==> config.mk <==
export PLATFORM = sky130hd
export DESIGN_NAME = lcd_result_writer
export DESIGN_NICKNAME = d
export VERILOG_FILES = /design/src/rtl/lcd_pkg.sv /design/src/rtl/lcd_byte_writer.sv /design/src/rtl/lcd_result_writer.sv
export SDC_FILE = /design/constraint.sdc
export NUM_CORES = 1
export LEC_CHECK = 0
export BUFFER_PORTS_ARGS = -buffer_cell sky130_fd_sc_hd__buf_2
export CELL_PAD_IN_SITES_DETAIL_PLACEMENT = 1
export CELL_PAD_IN_SITES_GLOBAL_PLACEMENT = 1
export CORE_MARGIN = 2
export CORE_UTILIZATION = 48
export CTS_CLUSTER_SIZE = 24
export DETAILED_ROUTE_END_ITERATION = 10
export GPL_ROUTABILITY_DRIVEN = 0
export PLACE_DENSITY_LB_ADDON = 0.1
export SLEW_MARGIN = 20
export SYNTH_ARGS = -nofsm -noshare
export SYNTH_HDL_FRONTEND = slang
export SYNTH_SLANG_ARGS = --single-unit
==> constraint.sdc <==
create_clock -name clk -period 15.64 [get_ports clk]
set_clock_uncertainty 0.1 [all_clocks]
set_input_delay 2.346 -clock clk [delete_from_list [all_inputs] [get_ports clk]]
set_output_delay 2.346 -clock clk [all_outputs]
set_load 0.01 [all_outputs]
==> src/rtl/lcd_pkg.sv <==
// Shared types and constants for the character-LCD result writer:
// mode encodings, HD44780 command bytes, ASCII codes and a divider-free decimal helper.
package lcd_pkg;

   typedef enum logic [1:0] {
      MODE_READY  = 2'd0,
      MODE_TRAIN  = 2'd1,
      MODE_DONE   = 2'd2,
      MODE_RESULT = 2'd3
   } mode_t;

   localparam logic [7:0] CMD_FUNC_SET = 8'h38;
   localparam logic [7:0] CMD_DISP_ON  = 8'h0C;
   localparam logic [7:0] CMD_ENTRY    = 8'h06;
   localparam logic [7:0] CMD_CLEAR    = 8'h01;
   localparam logic [7:0] CMD_LINE1    = 8'h80;
   localparam logic [7:0] CMD_LINE2    = 8'hC0;

   localparam logic [7:0] ASC_SPACE = 8'h20;
   localparam logic [7:0] ASC_HASH  = 8'h23;
   localparam logic [7:0] ASC_DASH  = 8'h2D;
   localparam logic [7:0] ASC_PCT   = 8'h25;
   localparam logic [7:0] ASC_0     = 8'h30;

   typedef struct packed {
      mode_t      mode;
      logic       is_o;
      logic [6:0] pct;
      logic [7:0] epoch;
   } snap_t;

   typedef enum logic [1:0] {BW_IDLE, BW_SETUP, BW_PULSE, BW_WAIT} bw_phase_t;

   typedef enum logic [2:0] {
      S_PWRON, S_INIT, S_IDLE, S_L1_ADDR, S_L1_CHR, S_L2_ADDR, S_L2_CHR
   } lcd_state_t;

   // Returns {hundreds, tens, ones} as BCD nibbles using compare-and-subtract.
   function automatic logic [11:0] dec3(input logic [7:0] v);
      logic [7:0] r;
      logic [3:0] h;
      logic [3:0] t;
      r = v;
      h = 4'd0;
      t = 4'd0;
      if (r >= 8'd200) begin
         h = 4'd2;
         r = r - 8'd200;
      end else if (r >= 8'd100) begin
         h = 4'd1;
         r = r - 8'd100;
      end
      for (int i = 0; i < 9; i++) begin
         if (r >= 8'd10) begin
            r = r - 8'd10;
            t = t + 4'd1;
         end
      end
      return {h, t, r[3:0]};
   endfunction

   function automatic logic [7:0] asc_digit(input logic [3:0] d);
      return ASC_0 | {4'h0, d};
   endfunction

endpackage

==> src/rtl/lcd_byte_writer.sv <==
// Purpose: one HD44780 byte write - setup cycle, lcd_e pulse, then settle wait with rs/data held.
// Latency: 1 + E_PULSE_CYC + wait cycles (CLR_WAIT_CYC after command 0x01, else CMD_WAIT_CYC).
// Backpressure: start is accepted only when idle or on the done cycle, so bytes chain with no gap.
module lcd_byte_writer import lcd_pkg::*; #(
   parameter int E_PULSE_CYC  = 25,
   parameter int CMD_WAIT_CYC = 2500,
   parameter int CLR_WAIT_CYC = 100000
) (
   input  logic       clk,
   input  logic       rst,
   input  logic       start,
   input  logic       rs,
   input  logic [7:0] data,
   output logic       lcd_e,
   output logic       lcd_rs,
   output logic [7:0] lcd_data,
   output logic       done
);

   bw_phase_t   phase, phase_nxt;
   logic [31:0] cnt, cnt_nxt;
   logic        rs_nxt;
   logic [7:0]  data_nxt;
   logic        accept;
   logic        is_clr;

   assign done   = (phase == BW_WAIT) && (cnt == 32'd0);
   assign accept = start && ((phase == BW_IDLE) || done);
   assign is_clr = !lcd_rs && (lcd_data == CMD_CLEAR);
   assign lcd_e  = (phase == BW_PULSE);

   always_comb begin
      phase_nxt = phase;
      cnt_nxt   = cnt;
      rs_nxt    = lcd_rs;
      data_nxt  = lcd_data;
      if (accept) begin
         phase_nxt = BW_SETUP;
         rs_nxt    = rs;
         data_nxt  = data;
      end else begin
         case (phase)
            BW_SETUP: begin
               phase_nxt = BW_PULSE;
               cnt_nxt   = 32'(E_PULSE_CYC - 1);
            end
            BW_PULSE: begin
               if (cnt == 32'd0) begin
                  phase_nxt = BW_WAIT;
                  cnt_nxt   = is_clr ? 32'(CLR_WAIT_CYC - 1) : 32'(CMD_WAIT_CYC - 1);
               end else begin
                  cnt_nxt = cnt - 32'd1;
               end
            end
            BW_WAIT: begin
               if (cnt == 32'd0) phase_nxt = BW_IDLE;
               else              cnt_nxt   = cnt - 32'd1;
            end
            default: ;
         endcase
      end
   end

   always_ff @(posedge clk) begin
      if (rst) begin
         phase    <= BW_IDLE;
         cnt      <= 32'd0;
         lcd_rs   <= 1'b0;
         lcd_data <= 8'h00;
      end else begin
         phase    <= phase_nxt;
         cnt      <= cnt_nxt;
         lcd_rs   <= rs_nxt;
         lcd_data <= data_nxt;
      end
   end

endmodule

==> src/rtl/lcd_result_writer.sv <==
// Purpose: init the 16x2 LCD once, then redraw status (line 1) and O-probability (line 2) per upd_req.
// Latency: a redraw is 34 byte writes; busy stays high until it, and any pending redraw, completes.
// Backpressure: upd_req while busy is held in a single newest-wins slot. LCD_BAR_EN adds a bar graph.
module lcd_result_writer import lcd_pkg::*; #(
   parameter int PWRON_WAIT_CYC = 1000000,
   parameter int E_PULSE_CYC    = 25,
   parameter int CMD_WAIT_CYC   = 2500,
   parameter int CLR_WAIT_CYC   = 100000
) (
   input  logic       clk,
   input  logic       rst,
   input  logic       upd_req,
   input  logic [1:0] mode,
   input  logic       is_O,
   input  logic [6:0] prob_pct,
   input  logic [7:0] epoch,
   output logic       busy,
   output logic       lcd_e,
   output logic       lcd_rw,
   output logic       lcd_rs,
   output logic [7:0] lcd_data
);

   lcd_state_t  state, state_nxt;
   logic [3:0]  idx, idx_nxt;
   logic [31:0] pwr_cnt;
   logic        pending;
   snap_t       snap, snap_pend, snap_in;
   logic        launch, load_pend;
   logic        bw_rs, bw_done;
   logic [7:0]  bw_data;

   assign snap_in = {mode, is_O, prob_pct, epoch};
   assign busy    = (state != S_IDLE);
   assign lcd_rw  = 1'b0;

   function automatic logic [7:0] pick(input logic [127:0] txt, input logic [3:0] col);
      logic [6:0] sel;
      sel = {4'd15 - col, 3'b000};
      return txt[sel +: 8];
   endfunction

   function automatic logic [7:0] line1_char(input snap_t s, input logic [3:0] col);
      logic [127:0] txt;
      logic [11:0]  d;
      d = dec3(s.epoch);
      case (s.mode)
         MODE_TRAIN:  txt = {"TRAIN EPOCH ", asc_digit(d[11:8]), asc_digit(d[7:4]),
                             asc_digit(d[3:0]), ASC_SPACE};
         MODE_DONE:   txt = "TRAIN DONE      ";
         MODE_RESULT: txt = {"RESULT: ", (s.is_o ? 8'h4F : 8'h58), {7{ASC_SPACE}}};
         default:     txt = "READY           ";
      endcase
      return pick(txt, col);
   endfunction

   function automatic logic [7:0] line2_char(input snap_t s, input logic [3:0] col);
      logic [127:0] txt;
      logic [6:0]   p;
      logic [11:0]  d;
`ifdef LCD_BAR_EN
      logic [3:0]   n;
`endif
      p   = (s.pct > 7'd100) ? 7'd100 : s.pct;
      d   = dec3({1'b0, p});
      txt = {16{ASC_SPACE}};
      if (s.mode == MODE_RESULT) begin
`ifdef LCD_BAR_EN
         // Ten bar cells in columns 5..14; 100% is the only value with a hundreds digit.
         n   = (d[11:8] != 4'd0) ? 4'd10 : d[7:4];
         txt = {asc_digit(d[11:8]), asc_digit(d[7:4]), asc_digit(d[3:0]), ASC_PCT,
                {12{ASC_SPACE}}};
         for (int i = 0; i < 10; i++)
            txt[(10 - i)*8 +: 8] = (4'(i) < n) ? ASC_HASH : ASC_DASH;
`else
         txt = {"PROB(O): ", asc_digit(d[11:8]), asc_digit(d[7:4]), asc_digit(d[3:0]),
                ASC_PCT, {3{ASC_SPACE}}};
`endif
      end
      return pick(txt, col);
   endfunction

   // Next byte is chosen from the next state so consecutive transactions abut.
   always_comb begin
      state_nxt = state;
      idx_nxt   = idx;
      launch    = 1'b0;
      load_pend = 1'b0;
      case (state)
         S_PWRON: if (pwr_cnt == 32'(PWRON_WAIT_CYC - 1)) begin
            state_nxt = S_INIT;
            idx_nxt   = 4'd0;
            launch    = 1'b1;
         end
         S_INIT: if (bw_done) begin
            launch = 1'b1;
            if (idx == 4'd3) begin
               state_nxt = S_L1_ADDR;
               idx_nxt   = 4'd0;
            end else idx_nxt = idx + 4'd1;
         end
         S_IDLE: if (upd_req) begin
            state_nxt = S_L1_ADDR;
            idx_nxt   = 4'd0;
            launch    = 1'b1;
         end
         S_L1_ADDR: if (bw_done) begin
            state_nxt = S_L1_CHR;
            idx_nxt   = 4'd0;
            launch    = 1'b1;
         end
         S_L1_CHR: if (bw_done) begin
            launch = 1'b1;
            if (idx == 4'd15) begin
               state_nxt = S_L2_ADDR;
               idx_nxt   = 4'd0;
            end else idx_nxt = idx + 4'd1;
         end
         S_L2_ADDR: if (bw_done) begin
            state_nxt = S_L2_CHR;
            idx_nxt   = 4'd0;
            launch    = 1'b1;
         end
         S_L2_CHR: if (bw_done) begin
            if (idx != 4'd15) begin
               idx_nxt = idx + 4'd1;
               launch  = 1'b1;
            end else if (pending) begin
               state_nxt = S_L1_ADDR;
               idx_nxt   = 4'd0;
               launch    = 1'b1;
               load_pend = 1'b1;
            end else begin
               state_nxt = S_IDLE;
               idx_nxt   = 4'd0;
            end
         end
         default: state_nxt = S_PWRON;
      endcase

      bw_rs   = 1'b0;
      bw_data = 8'h00;
      case (state_nxt)
         S_INIT: case (idx_nxt[1:0])
            2'd0:    bw_data = CMD_FUNC_SET;
            2'd1:    bw_data = CMD_DISP_ON;
            2'd2:    bw_data = CMD_ENTRY;
            default: bw_data = CMD_CLEAR;
         endcase
         S_L1_ADDR: bw_data = CMD_LINE1;
         S_L1_CHR: begin
            bw_rs   = 1'b1;
            bw_data = line1_char(snap, idx_nxt);
         end
         S_L2_ADDR: bw_data = CMD_LINE2;
         S_L2_CHR: begin
            bw_rs   = 1'b1;
            bw_data = line2_char(snap, idx_nxt);
         end
         default: ;
      endcase
   end

   always_ff @(posedge clk) begin
      if (rst) begin
         state     <= S_PWRON;
         idx       <= 4'd0;
         pwr_cnt   <= 32'd0;
         pending   <= 1'b0;
         snap      <= '0;
         snap_pend <= '0;
      end else begin
         state   <= state_nxt;
         idx     <= idx_nxt;
         pwr_cnt <= (state == S_PWRON) ? pwr_cnt + 32'd1 : 32'd0;
         if (state == S_IDLE && upd_req) snap <= snap_in;
         else if (load_pend)             snap <= snap_pend;
         if (upd_req && busy) begin
            pending   <= 1'b1;
            snap_pend <= snap_in;
         end else if (load_pend) begin
            pending <= 1'b0;
         end
      end
   end

   lcd_byte_writer #(
      .E_PULSE_CYC (E_PULSE_CYC),
      .CMD_WAIT_CYC(CMD_WAIT_CYC),
      .CLR_WAIT_CYC(CLR_WAIT_CYC)
   ) u_byte (
      .clk     (clk),
      .rst     (rst),
      .start   (launch),
      .rs      (bw_rs),
      .data    (bw_data),
      .lcd_e   (lcd_e),
      .lcd_rs  (lcd_rs),
      .lcd_data(lcd_data),
      .done    (bw_done)
   );

endmodule
Word-level counts from Yosys, hierarchy flattened
Index checks and enable logic that the tools add are counted.

cells by class
  $add $sub $neg = 42
  multipliers = 0
  divide/modulo/power cells = 0
  magnitude comparators = 23
  eq/ne operators = 30
  shift-type cells = 2
  multiplexer cells = 131
  bitwise operators = 2
  reduce and logical (&&, ||, !) cells = 23

operators by type and width
  cell                     number
  $pmux W123 S3            1
  $mux W8                  38
  $mux W128                2
  $shiftx A128 B8 Y8       2
  $mux W4                  43
  $ge A8 B4 Y1 const B     18
  $sub A8 B4 Y8 const B    16
  $mux W127                1
  $pmux W32 S3             1
  $add A4 B1 Y4 const B    17
  $mux W32                 2
  $pmux W8 S5              1
  $mux W18                 2
  $add A32 B1 Y32 const B  1
  $eq A32 B20 Y1 const B   1
  $logic_not A32 Y1        1
  $sub A32 B1 Y32 const B  1
  $mux W3                  10
  $pmux W4 S6              1
  $pmux W3 S7              1
  $eq A3 B3 Y1 const B     6
  $mux W1                  18
  $pmux W6 S3              1
  $mux W17                 1
  40 further kinds         67

word-level totals
  flip-flop bits (word level) = 119
  bits in latches = 0
  bits in writable memories = 0
  ROM bits = 0
  bits of input ports = 21
  output and inout bits = 12
  word-level logic and storage cells = 270
  memories = 0

Depth between registers and ports, before layout
  word-level depth = 36
  mapped depth = 77
  gate-level depth less buffers = 74

Modules after synthesis
Synthesis repeated with hierarchy kept, for this count alone.

unflattened totals
  cells, all modules = 1,791
  area total of the unflattened synthesis = 13,146.4 sq um

by module, submodules not included
  module             times used  cells each  area an instance (sq um)  seq. area each (sq um)
  lcd_result_writer  1           1,496       10,781.6                  1,521.5
  lcd_byte_writer    1           295         2,364.8                   860.8

Least setup slack after synthesis
No wires, ideal clock.

  kind = register to register
  from = register snap[3] in the netlist's numbering
  to = register u_byte.lcd_data[3]
  arrival time = 13.046 ns
  setup slack = 2.424 ns
  cell stages (with the launch flop) = 71
  buffers on the path = 3
  clock period less this slack = 13.216 ns
  path through = dfxtp_1 -> clkbuf_1 -> inv_1 -> ha_1 -> nor4bb_1 -> a21oi_1 -> a21oi_1 -> xnor2_1 -> inv_1 -> ha_1 -> nand3b_1 -> or2_2 -> nand4_4 -> inv_2 -> xnor2_1 -> ha_1 -> nor2b_1 -> or2_2 -> [... 35 more ...] -> o21ai_0 -> inv_1 -> ha_1 -> nor2b_1 -> and3_1 -> a31oi_1 -> nand3b_1 -> nor2_2 -> mux2i_1 -> ha_1 -> nor2b_1 -> a211oi_1 -> o311ai_4 -> a2bb2oi_1 -> a2bb2oi_4 -> nor4b_2 -> mux2_4 -> a21oi_1

between the ends
  cells in the longest elaborated chain, start to end = 34
  elaborated cells on any way between the ends = 71

RTL lines
  element                                               RTL line                      text
  start: declaration                                    lcd_result_writer.sv:28       snap_t snap, snap_pend, snap_in;
  start signal: assignment                              lcd_result_writer.sv:176      if (state == S_IDLE && upd_req) snap <= snap_in;
  start signal: assignment                              lcd_result_writer.sv:177      else if (load_pend) snap <= snap_pend;
  $sub A8 B7 Y8 / $ge A8 B7 Y1 (equally long branches)  lcd_pkg.sv:51, lcd_pkg.sv:49
  $mux W8                                               lcd_pkg.sv:49                 end else if (r >= 8'd100) begin
  $mux W8 (*)                                           lcd_pkg.sv:46                 if (r >= 8'd200) begin
  $mux W8 (*)                                           lcd_result_writer.sv:143      case (state_nxt)
  $sub A8 B4 Y8 / $ge A8 B4 Y1 (equally long branches)  lcd_pkg.sv:55, lcd_pkg.sv:54
  $mux W8 / $mux W1 (equally long branches)             lcd_pkg.sv:54                 if (r >= 8'd10) begin
  $mux W8 / $mux W4 (equally long branches)             lcd_result_writer.sv:143
  $sub A8 B4 Y8, or another cell as far along           lcd_pkg.sv:55                 r = r - 8'd10;
  [... 18 more ...]                                     -
  $mux W8 / $mux W4 (equally long branches)             lcd_pkg.sv:54
  $mux W8 / $mux W4 (equally long branches)             lcd_result_writer.sv:143
  $ge A8 B4 Y1, or another cell as far along            lcd_pkg.sv:54
  $mux W4                                               lcd_pkg.sv:54
  $pmux W123 S3 (*)                                     lcd_result_writer.sv:47       case (s.mode)
  $mux W128 (*)                                         lcd_result_writer.sv:143
  $shiftx A128 B8 Y8 (*)                                lcd_result_writer.sv:40       return txt[sel +: 8];
  $pmux W8 S5 (*)                                       lcd_result_writer.sv:143
  end signal: assignment                                lcd_byte_writer.sv:74         lcd_data <= data_nxt;
  end: declaration                                      lcd_byte_writer.sv:16         output logic [7:0] lcd_data,

Every way passes the cells marked *; elsewhere a longest branch is shown, timed or not. The select of a mux whose other input is x is not followed.
A chain may end at the register's enable or synchronous reset.

Final worst setup path
  from = register snap[2] in the netlist's numbering
  to = register u_byte.lcd_data[3]

The elaborated chain is that of the path after synthesis.

==> qor.csv <==
stage,metric,value,unit
power,total_leakage_power,0.00529,µW
clocking,tritoncts,done,
route,via_per_inst,6.34,
finish,drive_gt1_share,10.4,%
logic_synthesis,ys_seq_elements,119,
finish,num-fill-cells,3592,
logic_synthesis,netlist_area,0.0135,mm²
floorplanning,initial_core_util,48.6,%
logic_synthesis,syn_nets,1944,
grt,grt_usage,28.8,%
floorplanning,die_x,171,µm
logic_synthesis,synth_area_per_cell,7.22,µm²
worst_setup_path,crit_top_cell,ha_1,
sta,rsz0062_at_grt,false,
placement,portBuffers,31,
logic_synthesis,synthCells,1864,
worst_setup_path,criticalPathCategory,reg -> reg,
clocking,cts_buffers,17,
placement,post-place-ws,0.381,ns
sta,hold_viol,0,
route,drtIter0Drc,843,
power,powerDensity,50.1,mW/mm²
worst_setup_path,cp-start-kind,flip-flop,
worst_setup_path,slowest_delay,0.45,ns
grt,grt_pass1_vias,14100,
route,wl_met1,19000,µm
route,met3RoutedLength,1040,µm
grt,grt_overflow,0,
worst_setup_path,crit_family,simple AND/OR/NAND/NOR gates,
placement,post-dp-hpwl,31700,µm
grt,grt_max_degree,71,
outcome,outcome,completed,
placement,numPlacedInstances,2197,
sta,tns,0,ns
route,wl_per_cell,18.8,µm
floorplanning,core-area,0.0277,mm²
route,ant_nets,0,
clocking,clock-sinks,119,
sta,relSlewSlack,31.8,%
route,top_layer_used,met4,
worst_setup_path,critical_path_buf_inv_count,8,
finish,final_nets,1920,
route,routed_wirelength,42000,µm
route,drcViolationCount,0,
floorplanning,rows,61,
sta,tightest_slew,1.02,ns
worst_setup_path,crit_fanout,18,
sta,setup_ws,1.26,ns
sta,fin_crit,14.38,ns
finish,diodes,0,
finish,area.growth.synth_to_final,7.59,%
logic_synthesis,synthDistinctLibCells,125,
clocking,worst_skew_pair.late_latency,0.43,ns
sta,finalSetupViolCount,0,
route,drt-pass1-iter-count,5,
worst_setup_path,slowest_stage,or4_1,
sta,slew_viol_final,0,
logic_synthesis,seq_area_frac_synth,17.7,%
grt,antenna_found_initial,0,
floorplanning,ios,33,
logic_synthesis,synth-async-reset-ratio,0,%
finish,fin_cells,2231,
route,dr_total_vias,14200,
sta,max_freq,69.6,MHz
clocking,hold_buffers,0,
sta,period_share,91.9,%
route,wl_met2,21000,µm
worst_setup_path,critical_path_arrival,14.58,ns
finish,layout_common_cells,"nor2_1 (221), nand2_1 (199), a21oi_1 (133)",
finish,final_common_cell,nor2_1,
logic_synthesis,yosys_warnings,0,
logic_synthesis,synth_edf_count,0,
floorplanning,die_y,171,µm
clocking,clockRootBuffer,clkbuf_16,
worst_setup_path,cp.required,15.84,ns
power,vdd.ir_drop.worst,0.0660,mV
clocking,cts_max_level,4,
floorplanning,dieArea,0.0294,mm²
clocking,max-clock-path-buffers,2,
flow_run,max_cap_viol_count,0,
worst_setup_path,worstSetupEndpointType,flip-flop,
grt,grt_pass1_wl,70300,µm
logic_synthesis,synthFlopType,dfxtp_1,
clocking,clk_pin_slew,0.06,ns
min_path,hold_class,reg -> reg,
==> metal layers <==
layer / GRT usage, % / up-vias
met3: 3.08 / 64
li1: - / 6888
met1: 35.8 / 6978
met5: 0 / -
met4: 9.69 / 0
met2: 51.8 / 222
==> cells by family (layout without fill, tap and decap cells) <==
family	Yosys count	after routing	synth area share [%]
AO/OA/AOI/OAI	587	587	31.1
XOR/XNOR	113	113	7.90
adder cells (fa/ha/maj)	61	61	5.63
buffers and inverters	149	138	4.52
flip-flops	119	119	17.7
multiplexers	57	57	4.43
other	1	1	0.0279
AND/OR/NAND/NOR	777	777	28.7
==> registers in the layout, summed over array words and instances (netlist names) <==
name             cells
state                3
u_byte.lcd_data      8
snap_pend           18
pending              1
idx                  4
u_byte.cnt          32
pwr_cnt             32
snap                18
u_byte.lcd_rs        1
u_byte.phase         2
==> what timing repair did <==
item,4_1_cts,5_1_grt
endpoints found under the setup margin,0,4
resized for setup,0,17
buffers inserted,0,2
==> final cells by class <==
class	instances	area, µm²	share of cell area [%]
Clock buffer	21	470	3.25
Clock inverter	11	123	0.846
Inverter	62	235	1.62
Multi-Input combinational cell	1596	10500	72.8
Sequential cell	119	2380	16.5
Tap cell	378	473	3.26
Timing Repair Buffer	44	253	1.74
==> tightest hold or removal path, cell delays in order, from the launching register on <==
cell and delay [ns]:
dfxtp_1 0.31, nand2_1 0.05, a21oi_1 0.05
==> through the flow <==
step                      util (%)  power (µW)  hold WS (ns)  area (µm²)
after CTS                     52.0         733         0.358       14400
after global routing          52.3         747         0.374       14500
after floorplan                  -         326         0.330       13500
after detailed placement      49.8         334         0.350       13800
after global placement        49.8         333         0.340       13800
final                         52.3         726         0.357       14500
==> cell usage after synthesis, drive strengths merged (32+ instances only) <==
cell,count,area [µm²]
nand3,67,340
a211oi,46,380
a21oi,136,703
xor2,32,318
ha,59,738
nand2,202,763
clkbuf,67,253
nor2,225,857
inv,61,229
o21ai,116,581
dfxtp,119,2380
mux2i,39,390
xnor2,80,723
nor3,57,290
==> power breakdown <==
part           switching [µW]  internal [µW]
Clock                     152            247
Combinational            12.4           5.80
Sequential               2.06            307
Total                     166            559
==> final timing paths <==
kind                                    from                               to  slack, ns  cells after the start
setup reg to reg        snap[2]$_SDFFE_PP0P_  u_byte.lcd_data[3]$_SDFFE_PP0P_       1.26                     69
hold reg to reg   snap_pend[17]$_SDFFE_PP0P_       snap_pend[17]$_SDFFE_PP0P_       0.36                      2
hold / removal    snap_pend[17]$_SDFFE_PP0P_       snap_pend[17]$_SDFFE_PP0P_       0.36                      2
setup / recovery        snap[2]$_SDFFE_PP0P_  u_byte.lcd_data[3]$_SDFFE_PP0P_       1.26                     69
Power figures use the tool's default switching activity.
